### config.mk
export PLATFORM = sky130hd
export DESIGN_NAME = deser_16
export DESIGN_NICKNAME = d
export VERILOG_FILES = /design/src/rtl/deser_16.sv
export SDC_FILE = /design/constraint.sdc
export NUM_CORES = 1
export LEC_CHECK = 0
export BUFFER_PORTS_ARGS = -buffer_cell sky130_fd_sc_hd__buf_2
export CORE_MARGIN = 2
export CORE_UTILIZATION = 50
export CTS_BUF_LIST = sky130_fd_sc_hd__clkbuf_2 sky130_fd_sc_hd__clkbuf_4 sky130_fd_sc_hd__clkbuf_8
export DETAILED_ROUTE_END_ITERATION = 10
export HOLD_SLACK_MARGIN = 0.08
export PLACE_DENSITY = 0.81
export SYNTH_ARGS = -nofsm -noshare
export SYNTH_HDL_FRONTEND = slang
export SYNTH_SLANG_ARGS = --single-unit
export TNS_END_PERCENT = 30
### constraint.sdc
create_clock -name clk -period 1.8 [get_ports clk]
set_input_delay 0.18 -clock clk [delete_from_list [all_inputs] [get_ports clk]]
set_output_delay 0.18 -clock clk [all_outputs]
set_load 0.02 [all_outputs]
### src/rtl/deser_16.sv
// deser_16: serial-to-parallel receiver for the 16-bit bit-serial link.
//
// One bit is taken per accepted cycle and written into the slot of a 16-bit
// collector addressed by a 4-bit position counter. Each completed word is
// handed to a valid/ready output holding register. If that register is still
// occupied when a word completes, the word waits in the collector (STALL) and
// serial input is throttled until the consumer drains the holding register.
//
// Handshakes: a transfer happens on a rising clk edge where valid && ready
// are both high. This applies to the input side (sin_valid/sin_ready) and to
// the output side (dout_valid/dout_ready). sin_ready depends only on
// registered state and rst. dout_ready may affect word loading in the same
// cycle.
//
// Parameters:
//   LSB_FIRST   1: first bit of a frame lands in dout[0]; 0: in dout[15]
// Ports:
//   clk         clock, all state updates on the rising edge
//   rst         synchronous active-high reset
//   sync        frame realign: drop partial or stalled word, counter to 0
//   sin         serial data bit
//   sin_valid   sin is valid this cycle
//   sin_ready   block can accept a bit this cycle
//   dout        assembled word
//   dout_valid  dout holds an unconsumed word
//   dout_ready  consumer takes dout this cycle
//   cnt         bits collected in the partial word (0-15)
//   dbg_stall   FSM state: 1 = STALL, 0 = COLLECT
module deser_16 #(
  parameter bit LSB_FIRST = 1'b1
) (
  input  logic        clk,
  input  logic        rst,
  input  logic        sync,
  input  logic        sin,
  input  logic        sin_valid,
  output logic        sin_ready,
  output logic [15:0] dout,
  output logic        dout_valid,
  input  logic        dout_ready,
  output logic [3:0]  cnt,
  output logic        dbg_stall
);

  typedef enum logic {
    ST_COLLECT = 1'b0,
    ST_STALL   = 1'b1
  } state_e;

  state_e      state_q;
  logic [15:0] col_q;
  logic [15:0] dout_q;
  logic        dout_valid_q;
  logic [3:0]  cnt_q;

  logic [3:0]  idx_d;
  logic [15:0] word_d;
  logic        accept_d;
  logic        drain_d;
  logic        hold_free_d;

  // Slot addressed by the position counter; MSB-first mirrors the index.
  assign idx_d = LSB_FIRST ? cnt_q : (4'd15 - cnt_q);

  // Collector contents with the current bit already merged in; on the 16th
  // bit this is the completed word.
  always_comb begin
    word_d        = col_q;
    word_d[idx_d] = sin;
  end

  assign sin_ready   = (state_q == ST_COLLECT) && !rst;
  // sync has priority: the bit presented alongside it is ignored.
  assign accept_d    = sin_valid && sin_ready && !sync;
  assign drain_d     = dout_valid_q && dout_ready;
  // The holding register can take a new word if it is empty or being read.
  assign hold_free_d = !dout_valid_q || dout_ready;

  always_ff @(posedge clk) begin
    if (rst) begin
      state_q      <= ST_COLLECT;
      col_q        <= 16'h0000;
      dout_q       <= 16'h0000;
      dout_valid_q <= 1'b0;
      cnt_q        <= 4'd0;
    end else begin
      // Drain without refill; overridden below when a new word loads.
      if (drain_d) begin
        dout_valid_q <= 1'b0;
      end
      if (sync) begin
        cnt_q   <= 4'd0;
        col_q   <= 16'h0000;
        state_q <= ST_COLLECT;
      end else begin
        case (state_q)
          ST_COLLECT: begin
            if (accept_d) begin
              col_q <= word_d;
              cnt_q <= cnt_q + 4'd1;
              if (cnt_q == 4'd15) begin
                if (hold_free_d) begin
                  dout_q       <= word_d;
                  dout_valid_q <= 1'b1;
                end else begin
                  // Completed word parks in the collector until a drain.
                  state_q <= ST_STALL;
                end
              end
            end
          end
          ST_STALL: begin
            // Refill from the collector; no bit is accepted this cycle.
            if (drain_d) begin
              dout_q       <= col_q;
              dout_valid_q <= 1'b1;
              state_q      <= ST_COLLECT;
            end
          end
          default: state_q <= ST_COLLECT;
        endcase
      end
    end
  end

  assign dout       = dout_q;
  assign dout_valid = dout_valid_q;
  assign cnt        = cnt_q;
  assign dbg_stall  = (state_q == ST_STALL);

endmodule

==> results.yml, run 1 <==
yosys:
  yosysWarnings: 0
  seq_area_frac_synth_pct: 41.2
  synth_cell_types: 26
  yosys.area.top_type: "dfxtp_1"
  syn_nets: 241
  async_flop_share_pct: 0
  avgSynthCellArea_um2: 8.00
  netlist_top_cells_area: "dfxtp_1 41%, a21oi_1 8.4%, nor2_1 6.9%"
  synth.top_cells.by_count: "38 x dfxtp_1, 34 x nor2_1, 31 x a21oi_1, 26 x nand2_1, 25 x o21ai_0"
  synth_most_common_cell: "dfxtp_1"
  synth_flop_cell: "dfxtp_1"
  synth-edff-count: 0
  postSynthCellCount: 231
  syn_area_um2: 1850
  synth_top_area_share_pct: 41.2
  ys_ff_latch: 38
detailed_routing:
  routed_wl_um: 4400
  dr.pass1.iters: 4
  drc: 0
  vias: 1724
  dr.first_iter.drc_count: 136
  post_drt_wl_per_cell_um: 14.2
  ant_nets: 0
  viasPerCell: 5.54
clocking:
  clock_path_buffers: 2
  clk_pin_slew_ns: 0.07
  cts_setup_buffers: 0
  cts_root_buffer: "clkbuf_8"
  clkSinkCount: 38
  cts_inserted_buffers: 5
  clk-insertion-delay-late_ns: 0.28
  htree_levels: 2
  cts_tree: "done"
setup_path:
  worstPathMaxFanout: 10
  path_cells: "ha_2 -> nand3b_4 -> o32ai_4 -> buf_4 -> a21oi_1 -> a311oi_1"
  slowest_stage: "dfxtp_2"
  start_kind: "flop"
  r2r_slack_ns: 0.1
  critical-path-max-stage-delay_ns: 0.36
  end_kind: "flop"
  critPathRequiredTime_ns: 1.99
  crit_type: "flop to flop"
  r2r_cells: 6
  arrival_ns: 1.90
sta:
  drv_slew: 0
  slew_headroom_pct: 63.2
  finClkSkew_ns: 0.00295
  finalSetupViolations: 0
  max_freq_mhz: 587
  finalCritPeriodShare_pct: 94.6
  hold_violations: 0
  min_period_ns: 1.70
  tns_ns: 0
  tightestPinTransition_ns: 0.552
global_routing:
  grtUsageMet2_pct: 37.0
  grt.overflow.total: 0
  top_usage_layer: "met2"
  antenna_found_initial: 0
  grt_util_met1_pct: 27.9
  grt_max_degree: 33
  grt_pass1_vias: 1534
  use_met3_pct: 4.17
  grt_usage_pct: 21.6
  grt_pass1_wl_um: 7140
place:
  port_buffers: 28
  place_hpwl_um: 2890
  place_area_um2: 2060
  gp_congestion: 0.790
pwr:
  ir_drop_mv: 0.453
  power.density_nw_per_um2: 756
  combPwrFrac_pct: 5.5
  sw_frac_of_total_pct: 21.1
  seq_power_share_pct: 50.6
  power_uw: 1670
  switchingPower_uw: 352
  p_clk_share_pct: 43.9
  intPower_uw: 1320
  p_leak_uw: 0.000792
worst_hold_path:
  hold_class: "input pin to flop"
  min_path_cells: 3
cells_and_area:
  nets: 273
  n_antenna_cell: 0
  syn_to_final_growth_pct: 19.4
  register_area_um2: 763
  multi_input_area_um2: 1000
  drive_above_1_share_pct: 21.3
  fin_util_pct: 61.2
  finalInstanceArea_um2: 2210
  fill_cells: 332
floorplanning:
  fp.dieH_um: 64.8
  initial_core_util_pct: 51.2
  dieArea_um2: 4200
  die_w_um: 64.8
  core-area_um2: 3610
  ios: 29
  num_rows: 22
flow_run:
  maxCapViolations: 0
outcome:
  outcome: "finished, final reports clean"
## layout by cell type (no fill, tap or decap)
cell,count
xor2_1,2
nand2b_1,8
a311oi_2,1
a211oi_1,5
inv_1,2
nor3_1,8
a311oi_1,11
bufinv_16,1
buf_2,28
ha_1,3
buf_4,12
mux2i_1,8
nor2b_1,1
dfxtp_2,2
nor2_1,34
xnor2_1,1
or2_4,1
dfxtp_1,36
nand2_1,26
buf_6,2
nand3b_1,3
ha_2,1
o21ai_0,25
nand3b_4,1
o32ai_4,1
and2_0,1
nand4_1,1
clkbuf_8,6
dlygate4sd3_1,1
a21oi_1,31
## registers in the layout, summed over array words and instances, names as in the netlist
register / flops
dout_valid: 1
cnt: 4
col_q: 16
dout: 16
dbg_stall: 1
## final timing paths
check	start	to
max	cnt[1]$_SDFFE_PP0P_	dout[12]$_SDFFE_PP0P_
min	sync	dout_valid$_SDFF_PP0_
max reg2reg	cnt[1]$_SDFFE_PP0P_	dout[12]$_SDFFE_PP0P_
min reg2reg	col_q[6]$_SDFFE_PP0P_	col_q[6]$_SDFFE_PP0P_
## per-stage QoR
stage	setup slack (ns)	hold slack, ns	std cells
6_report	0.0969	0.253	311
4_1_cts	0.0506	0.254	310
5_1_grt	-0.00549	0.282	311
2_1_floorplan	0.0218	0.275	231
3_5_place_dp	0.0712	0.382	302
3_3_place_gp	0.172	0.374	302
## final cells by class
cell class	instances	area share [%]
inverter	2	0.340
timing repair buffer	43	11.9
tap	48	2.72
clock buffer	6	3.74
sequential	38	34.6
multi-input combinational	173	45.4
clock inverter	1	1.36
## power groups by stage
stage | Clock (uW) | Combinational [uW] | Sequential (uW)
after global placement | 0 | 88.1 | 864
final | 733 | 91.6 | 845
after floorplan | 0 | 54.1 | 867
after CTS | 739 | 91.2 | 845
after global routing | 781 | 101 | 845
after detailed placement | 0 | 89.1 | 864
## kinds of logic after synthesis
family,after synthesis,share of synthesized area [%]
AND/OR/NAND/NOR,84,20.4
AO/OA/AOI/OAI,74,24.4
flip-flops,38,41.2
buffers and inverters,20,5.62
multiplexers,8,4.33
adder cells (fa/ha/maj),4,2.71
XOR/XNOR,3,1.42
## what timing repair did
item                       CTS  global route
hold endpoints to repair     1             0
setup endpoints to repair    0            11
hold buffers                 1             0
resized for setup            0             6
## metal layers
metal,wire length [um],up-vias
met5,0,-
li1,-,869
met1,1980,809
met4,27,0
met3,182,4
met2,2210,42
## critical path: cells and delay by family, from the launching register on
kind	cells	cell delay [ns]
buf+inv	1	0.22
flops	1	0.36
simple gates	1	0.15
fa+ha+maj	1	0.21
compound gates	3	0.67
Power figures use the tool's default switching activity.
==> run 2, diff against run 1 <==
--- a/config.mk
+++ b/config.mk
@@ -5,13 +5,14 @@
 export SDC_FILE = /design/constraint.sdc
 export NUM_CORES = 1
 export LEC_CHECK = 0
+export ABC_AREA = 1
 export BUFFER_PORTS_ARGS = -buffer_cell sky130_fd_sc_hd__buf_2
 export CORE_MARGIN = 2
 export CORE_UTILIZATION = 50
 export CTS_BUF_LIST = sky130_fd_sc_hd__clkbuf_2 sky130_fd_sc_hd__clkbuf_4 sky130_fd_sc_hd__clkbuf_8
 export DETAILED_ROUTE_END_ITERATION = 10
 export HOLD_SLACK_MARGIN = 0.08
-export PLACE_DENSITY = 0.81
+export PLACE_DENSITY = 0.8
 export SYNTH_ARGS = -nofsm -noshare
 export SYNTH_HDL_FRONTEND = slang
 export SYNTH_SLANG_ARGS = --single-unit
==> results.yml, run 2 <==
yosys:
  seq_area_frac_synth_pct: 35.7
  synth_flop_cell: "dfxtp_1"
  async_flop_share_pct: 0
  synth-edff-count: 0
  yosys.area.top_type: "dfxtp_1"
  postSynthCellCount: 327
  syn_area_um2: 2130
  ys_ff_latch: 38
  synth_top_area_share_pct: 35.7
  synth_cell_types: 24
  synth.top_cells.by_count: "92 x nand2_1, 48 x nand3_1, 42 x inv_1, 38 x dfxtp_1, 35 x nor2_1"
  synth_most_common_cell: "nand2_1"
  syn_nets: 337
  avgSynthCellArea_um2: 6.52
  netlist_top_cells_area: "dfxtp_1 36%, nand2_1 16%, nand3_1 11%"
  yosysWarnings: 0
setup_path:
  start_kind: "flop"
  critPathRequiredTime_ns: 2.03
  crit_type: "flop to flop"
  crit_buf_inv: 1
  r2r_cells: 9
  r2r_start: "cnt[0]$_SDFFE_PP0P_"
  slowest_stage: "dfxtp_1"
  rr_endpoint: "dout[12]$_SDFFE_PP0P_"
  cpLargestDelayFamily: "simple AND/OR/NAND/NOR gates"
  end_kind: "flop"
  r2r_slack_ns: 0.19
  critical-path-max-stage-delay_ns: 0.45
  arrival_ns: 1.85
  worstPathMaxFanout: 30
  path_cells: "ha_1 -> inv_4 -> nor2_4 -> nand3_4 -> nand2_4 -> nand2_4 -> nand2_1 -> nand2_1 -> nor2_1"
cells_and_area:
  layout_commonest_cell: "nand2_1"
  n_antenna_cell: 0
  nets: 363
  final_cell_mix: "92 x nand2_1, 48 x nand3_1, 42 x inv_1, 38 x dfxtp_1, 35 x nor2_1"
  syn_to_final_growth_pct: 10.3
  fill_cells: 408
  multi_input_area_um2: 1060
  register_area_um2: 761
  drive_above_1_share_pct: 15.0
  final_cells: 403
global_routing:
  grt_max_degree: 31
  grt_pass1_wl_um: 7810
  grt.overflow.total: 0
  grt_usage_pct: 19.7
  antenna_found_initial: 0
  grt_pass1_vias: 1776
clocking:
  clk_pin_slew_ns: 0.08
  clkSinkCount: 38
  clk-insertion-delay-late_ns: 0.29
  htree_levels: 2
  clock_path_buffers: 2
  cts_root_buffer: "clkbuf_8"
  cts_tree: "done"
  cts_inserted_buffers: 5
  cts_setup_buffers: 0
floorplanning:
  fp.dieH_um: 69.3
  die_w_um: 69.3
  num_rows: 23
  ios: 29
  core-area_um2: 4060
  dieArea_um2: 4800
  initial_core_util_pct: 52.5
detailed_routing:
  routed.top_layer: "met4"
  wl_met1_um: 2080
  ant_nets: 0
  drc: 0
  viasPerCell: 4.99
  dr.first_iter.drc_count: 95
  dr.pass1.iters: 4
  wl_met2_um: 2150
  vias: 2011
  post_drt_wl_per_cell_um: 11.1
  routed_wl_um: 4490
  wl_met3_um: 210
sta:
  min_period_ns: 1.61
  max_freq_mhz: 620
  tightestPinTransition_ns: 0.537
  finClkSkew_ns: 0.00532
  slew_headroom_pct: 64.2
  finalCritPeriodShare_pct: 89.6
  whs_ns: 0.178
  rsz0062_at_grt: "false"
  hold_violations: 0
  drv_slew: 0
  finalSetupViolations: 0
  tns_ns: 0
place:
  port_buffers: 28
  dpl.cell_count: 395
  place_hpwl_um: 3110
  gp_congestion: 0.822
worst_hold_path:
  hold_class: "input pin to flop"
  min_from: "dout_ready"
  min_path_cells: 4
  min_delay_worst_endpoint: "dbg_stall$_SDFF_PP0_"
pwr:
  p_leak_uw: 0.00121
  power.density_nw_per_um2: 726
  ir_drop_mv: 0.455
flow_run:
  maxCapViolations: 0
outcome:
  outcome: "finished, final reports clean"
[run 2: cell type report]
cell class / instances / area share [%]
Multi-Input combinational cell: 225 / 45.2
Sequential cell: 38 / 32.4
Tap cell: 50 / 2.66
Inverter: 46 / 7.45
Timing Repair Buffer: 37 / 8.95
Clock inverter: 2 / 0.426
Clock buffer: 5 / 2.93
[run 2: worst max path at each step]
| stage | to | slack (ns) | depth (start not counted) | start |
|---|---|---|---|---|
| after floorplan | dout[4]$_SDFFE_PP0P_ | 0.20 | 10 | cnt[0]$_SDFFE_PP0P_ |
| after global placement | dout[0]$_SDFFE_PP0P_ | 0.23 | 8 | cnt[0]$_SDFFE_PP0P_ |
| after detailed placement | dout[12]$_SDFFE_PP0P_ | 0.18 | 9 | cnt[0]$_SDFFE_PP0P_ |
| after CTS | dout[12]$_SDFFE_PP0P_ | 0.15 | 9 | cnt[0]$_SDFFE_PP0P_ |
| after global routing | dout[12]$_SDFFE_PP0P_ | 0.01 | 9 | cnt[0]$_SDFFE_PP0P_ |
| final | dout[12]$_SDFFE_PP0P_ | 0.19 | 9 | cnt[0]$_SDFFE_PP0P_ |
[run 2: cells by family after synthesis]
group | share of synthesized area [%]
AOI/OAI and AO/OA | 6.34
DFF | 35.7
buffers and inverters | 14.4
adders and majority gates | 2.35
and+or+nand+nor | 41.2
[run 2: worst reg2reg max path, cell delays in order (launching register included)]
cell and delay [ns]:
dfxtp_1 0.45, ha_1 0.26, inv_4 0.05, nor2_4 0.14
nand3_4 0.10, nand2_4 0.10, nand2_4 0.18, nand2_1 0.12
nand2_1 0.05, nor2_1 0.11
[run 2: timing repair]
item                                   4_1_cts  5_1_grt
endpoints found under the hold margin        1        0
resized for setup                            0        0
hold buffers                                 1        0
[run 2: through the flow]
stage	total power (uW)	utilization (%)	setup slack [ns]	instance area (um^2)
after floorplan	1090	-	0.198	2130
after global placement	1150	55.7	0.229	2260
after detailed placement	1160	55.7	0.183	2260
after CTS	1720	57.9	0.155	2350
after global routing	1790	57.9	0.0149	2350
final	1710	57.9	0.188	2350
[run 2: where the power goes]
| group | internal (uW) | total [uW] | switching [uW] |
|---|---|---|---|
| registers | 858 | 882 | 24.3 |
| clock network | 260 | 567 | 307 |
| logic | 80.0 | 258 | 178 |
[run 2: routing by layer]
layer  up-vias  GRT usage, %
met1       882          24.6
met4         0          6.54
met3         6          4.80
met5         -             0
li1       1077             -
met2        46          33.2
==> run 3, diff against run 2 <==
--- a/config.mk
+++ b/config.mk
@@ -13,6 +13,7 @@
 export DETAILED_ROUTE_END_ITERATION = 10
 export HOLD_SLACK_MARGIN = 0.08
 export PLACE_DENSITY = 0.8
+export SETUP_SLACK_MARGIN = 0.3
 export SYNTH_ARGS = -nofsm -noshare
 export SYNTH_HDL_FRONTEND = slang
 export SYNTH_SLANG_ARGS = --single-unit
==> results.yml, run 3 (synthesized netlist as in run 2, its figures left out) <==
detailed_routing:
  wl_met2_um: 2480
  routed_wl_um: 4930
  post_drt_wl_per_cell_um: 12.0
  vias: 2124
  dr.first_iter.drc_count: 103
  wl_met1_um: 2040
  routed.top_layer: "met4"
  ant_nets: 0
  wl_met3_um: 296
  viasPerCell: 5.17
  dr.pass1.iters: 4
  drc: 0
clocking:
  clock_path_buffers: 2
  cts_inserted_buffers: 5
  cts_root_buffer: "clkbuf_8"
  htree_levels: 2
  clk-insertion-delay-late_ns: 0.30
  clkSinkCount: 38
  clk_pin_slew_ns: 0.07
  cts_tree: "done"
worst_hold_path:
  min_path_cells: 4
  min_from: "dout_ready"
  hold_class: "input pin to flop"
  min_delay_worst_endpoint: "dout_valid$_SDFF_PP0_"
setup_path:
  r2r_start: "cnt[0]$_SDFFE_PP0P_"
  start_kind: "flop"
  arrival_ns: 1.26
  worstPathMaxFanout: 17
  critPathRequiredTime_ns: 1.62
  crit_type: "flop to output pin"
  slowest_stage: "dfxtp_1"
  path_cells: "buf_4 -> nor2_1 -> buf_2"
  r2r_cells: 9
  r2r_slack_ns: 0.41
  rr_endpoint: "dout[1]$_SDFFE_PP0P_"
  critical-path-max-stage-delay_ns: 0.45
  end_kind: "output pin"
sta:
  finalSetupViolations: 0
  max_freq_mhz: 696
  drv_slew: 0
  tightestPinTransition_ns: 0.511
  min_period_ns: 1.44
  finClkSkew_ns: 0.00366
  tns_ns: 0
  whs_ns: 0.156
  hold_violations: 0
  finalCritPeriodShare_pct: 79.9
  rsz0062_at_grt: "true"
  slew_headroom_pct: 65.9
global_routing:
  grt_max_degree: 31
  grt.overflow.total: 0
  grt_pass1_wl_um: 8430
  grt_pass1_vias: 1862
  grt_usage_pct: 21.3
  antenna_found_initial: 0
cells_and_area:
  syn_to_final_growth_pct: 17.2
  nets: 370
  layout_commonest_cell: "nand2_1"
  drive_above_1_share_pct: 20.2
  final_cells: 411
  n_antenna_cell: 0
  final_cell_mix: "92 x nand2_1, 48 x nand3_1, 42 x inv_1, 34 x dfxtp_1, 33 x nor2_1"
floorplanning:
  dieArea_um2: 4800
  num_rows: 23
  core-area_um2: 4060
  ios: 29
  initial_core_util_pct: 52.5
  fp.dieH_um: 69.3
  die_w_um: 69.3
flow_run:
  maxCapViolations: 0
pwr:
  ir_drop_mv: 0.374
  p_leak_uw: 0.00125
  power.density_nw_per_um2: 747
  power_uw: 1870
place:
  gp_congestion: 0.812
  place_hpwl_um: 3140
  port_buffers: 28
  dpl.cell_count: 395
outcome:
  outcome: "finished, final reports clean"
## run 3: changes by cell type in the layout (fill, tap and decap cells not counted), moves of 2 or more
| cell | before | now |
|---|---|---|
| buf_4 | 8 | 13 |
| ha_2 | 0 | 3 |
| clkinvlp_4 | 0 | 2 |
| nand2_8 | 0 | 2 |
| dfxtp_2 | 0 | 3 |
| ha_1 | 4 | 0 |
| clkinv_1 | 2 | 0 |
| dfxtp_1 | 38 | 34 |
| nor2_1 | 35 | 33 |
| clkinv_2 | 2 | 0 |
| clkbuf_8 | 5 | 8 |
## run 3: area by class of cell
| class | instances | area [um^2] |
|---|---|---|
| clock buffer | 8 | 110 |
| timing repair buffer | 42 | 248 |
| inverter | 46 | 183 |
| timing repair inverter | 1 | 5.00 |
| sequential | 38 | 768 |
| tap | 50 | 62.6 |
| fill | 386 | 1560 |
| multi-input combinational | 226 | 1120 |
## run 3: routing by layer
metal,track usage [%],up-vias
li1,-,1093
met3,4.07,12
met1,26.7,955
met2,35.7,64
met5,0,-
met4,9.15,0
## run 3: worst max path at each step
stage	startpoint	to	slack [ns]	cells after the start
final	dbg_stall$_SDFF_PP0_	sin_ready	0.36	3
after global routing	cnt[1]$_SDFFE_PP0P_	dout[5]$_SDFFE_PP0P_	0.30	7
after CTS	cnt[0]$_SDFFE_PP0P_	dout[2]$_SDFFE_PP0P_	0.31	9
after detailed placement	cnt[0]$_SDFFE_PP0P_	dout[8]$_SDFFE_PP0P_	0.27	8
after global placement	cnt[0]$_SDFFE_PP0P_	dout[0]$_SDFFE_PP0P_	0.36	8
after floorplan	cnt[0]$_SDFFE_PP0P_	dout[4]$_SDFFE_PP0P_	0.31	10
## run 3: worst max-delay path: cells and delay by family, from the launching register on
| kind | cells | cell delay (ns) |
|---|---|---|
| buffers and inverters | 2 | 0.44 |
| DFF | 1 | 0.45 |
| and+or+nand+nor | 1 | 0.07 |
## run 3: power breakdown
part	switching, uW	total, uW	internal [uW]
logic	182	277	95.1
registers	26.0	891	865
clock network	311	698	387
## run 3: timing repair
item | CTS | global route
setup buffers | 0 | 5
gates resized for setup | 1 | 14
hold buffers | 1 | 0
pin swaps | 0 | 1
hold endpoints to repair | 1 | 0
cloned | 0 | 2
setup endpoints to repair | 14 | 24
## run 3: per-stage QoR
step / instance area, um^2 / util, % / setup slack (ns)
after floorplan: 2130 / - / 0.314
after global placement: 2260 / 55.8 / 0.356
after detailed placement: 2260 / 55.8 / 0.271
after CTS: 2390 / 59.0 / 0.308
after global routing: 2500 / 61.5 / 0.297
final: 2500 / 61.5 / 0.362
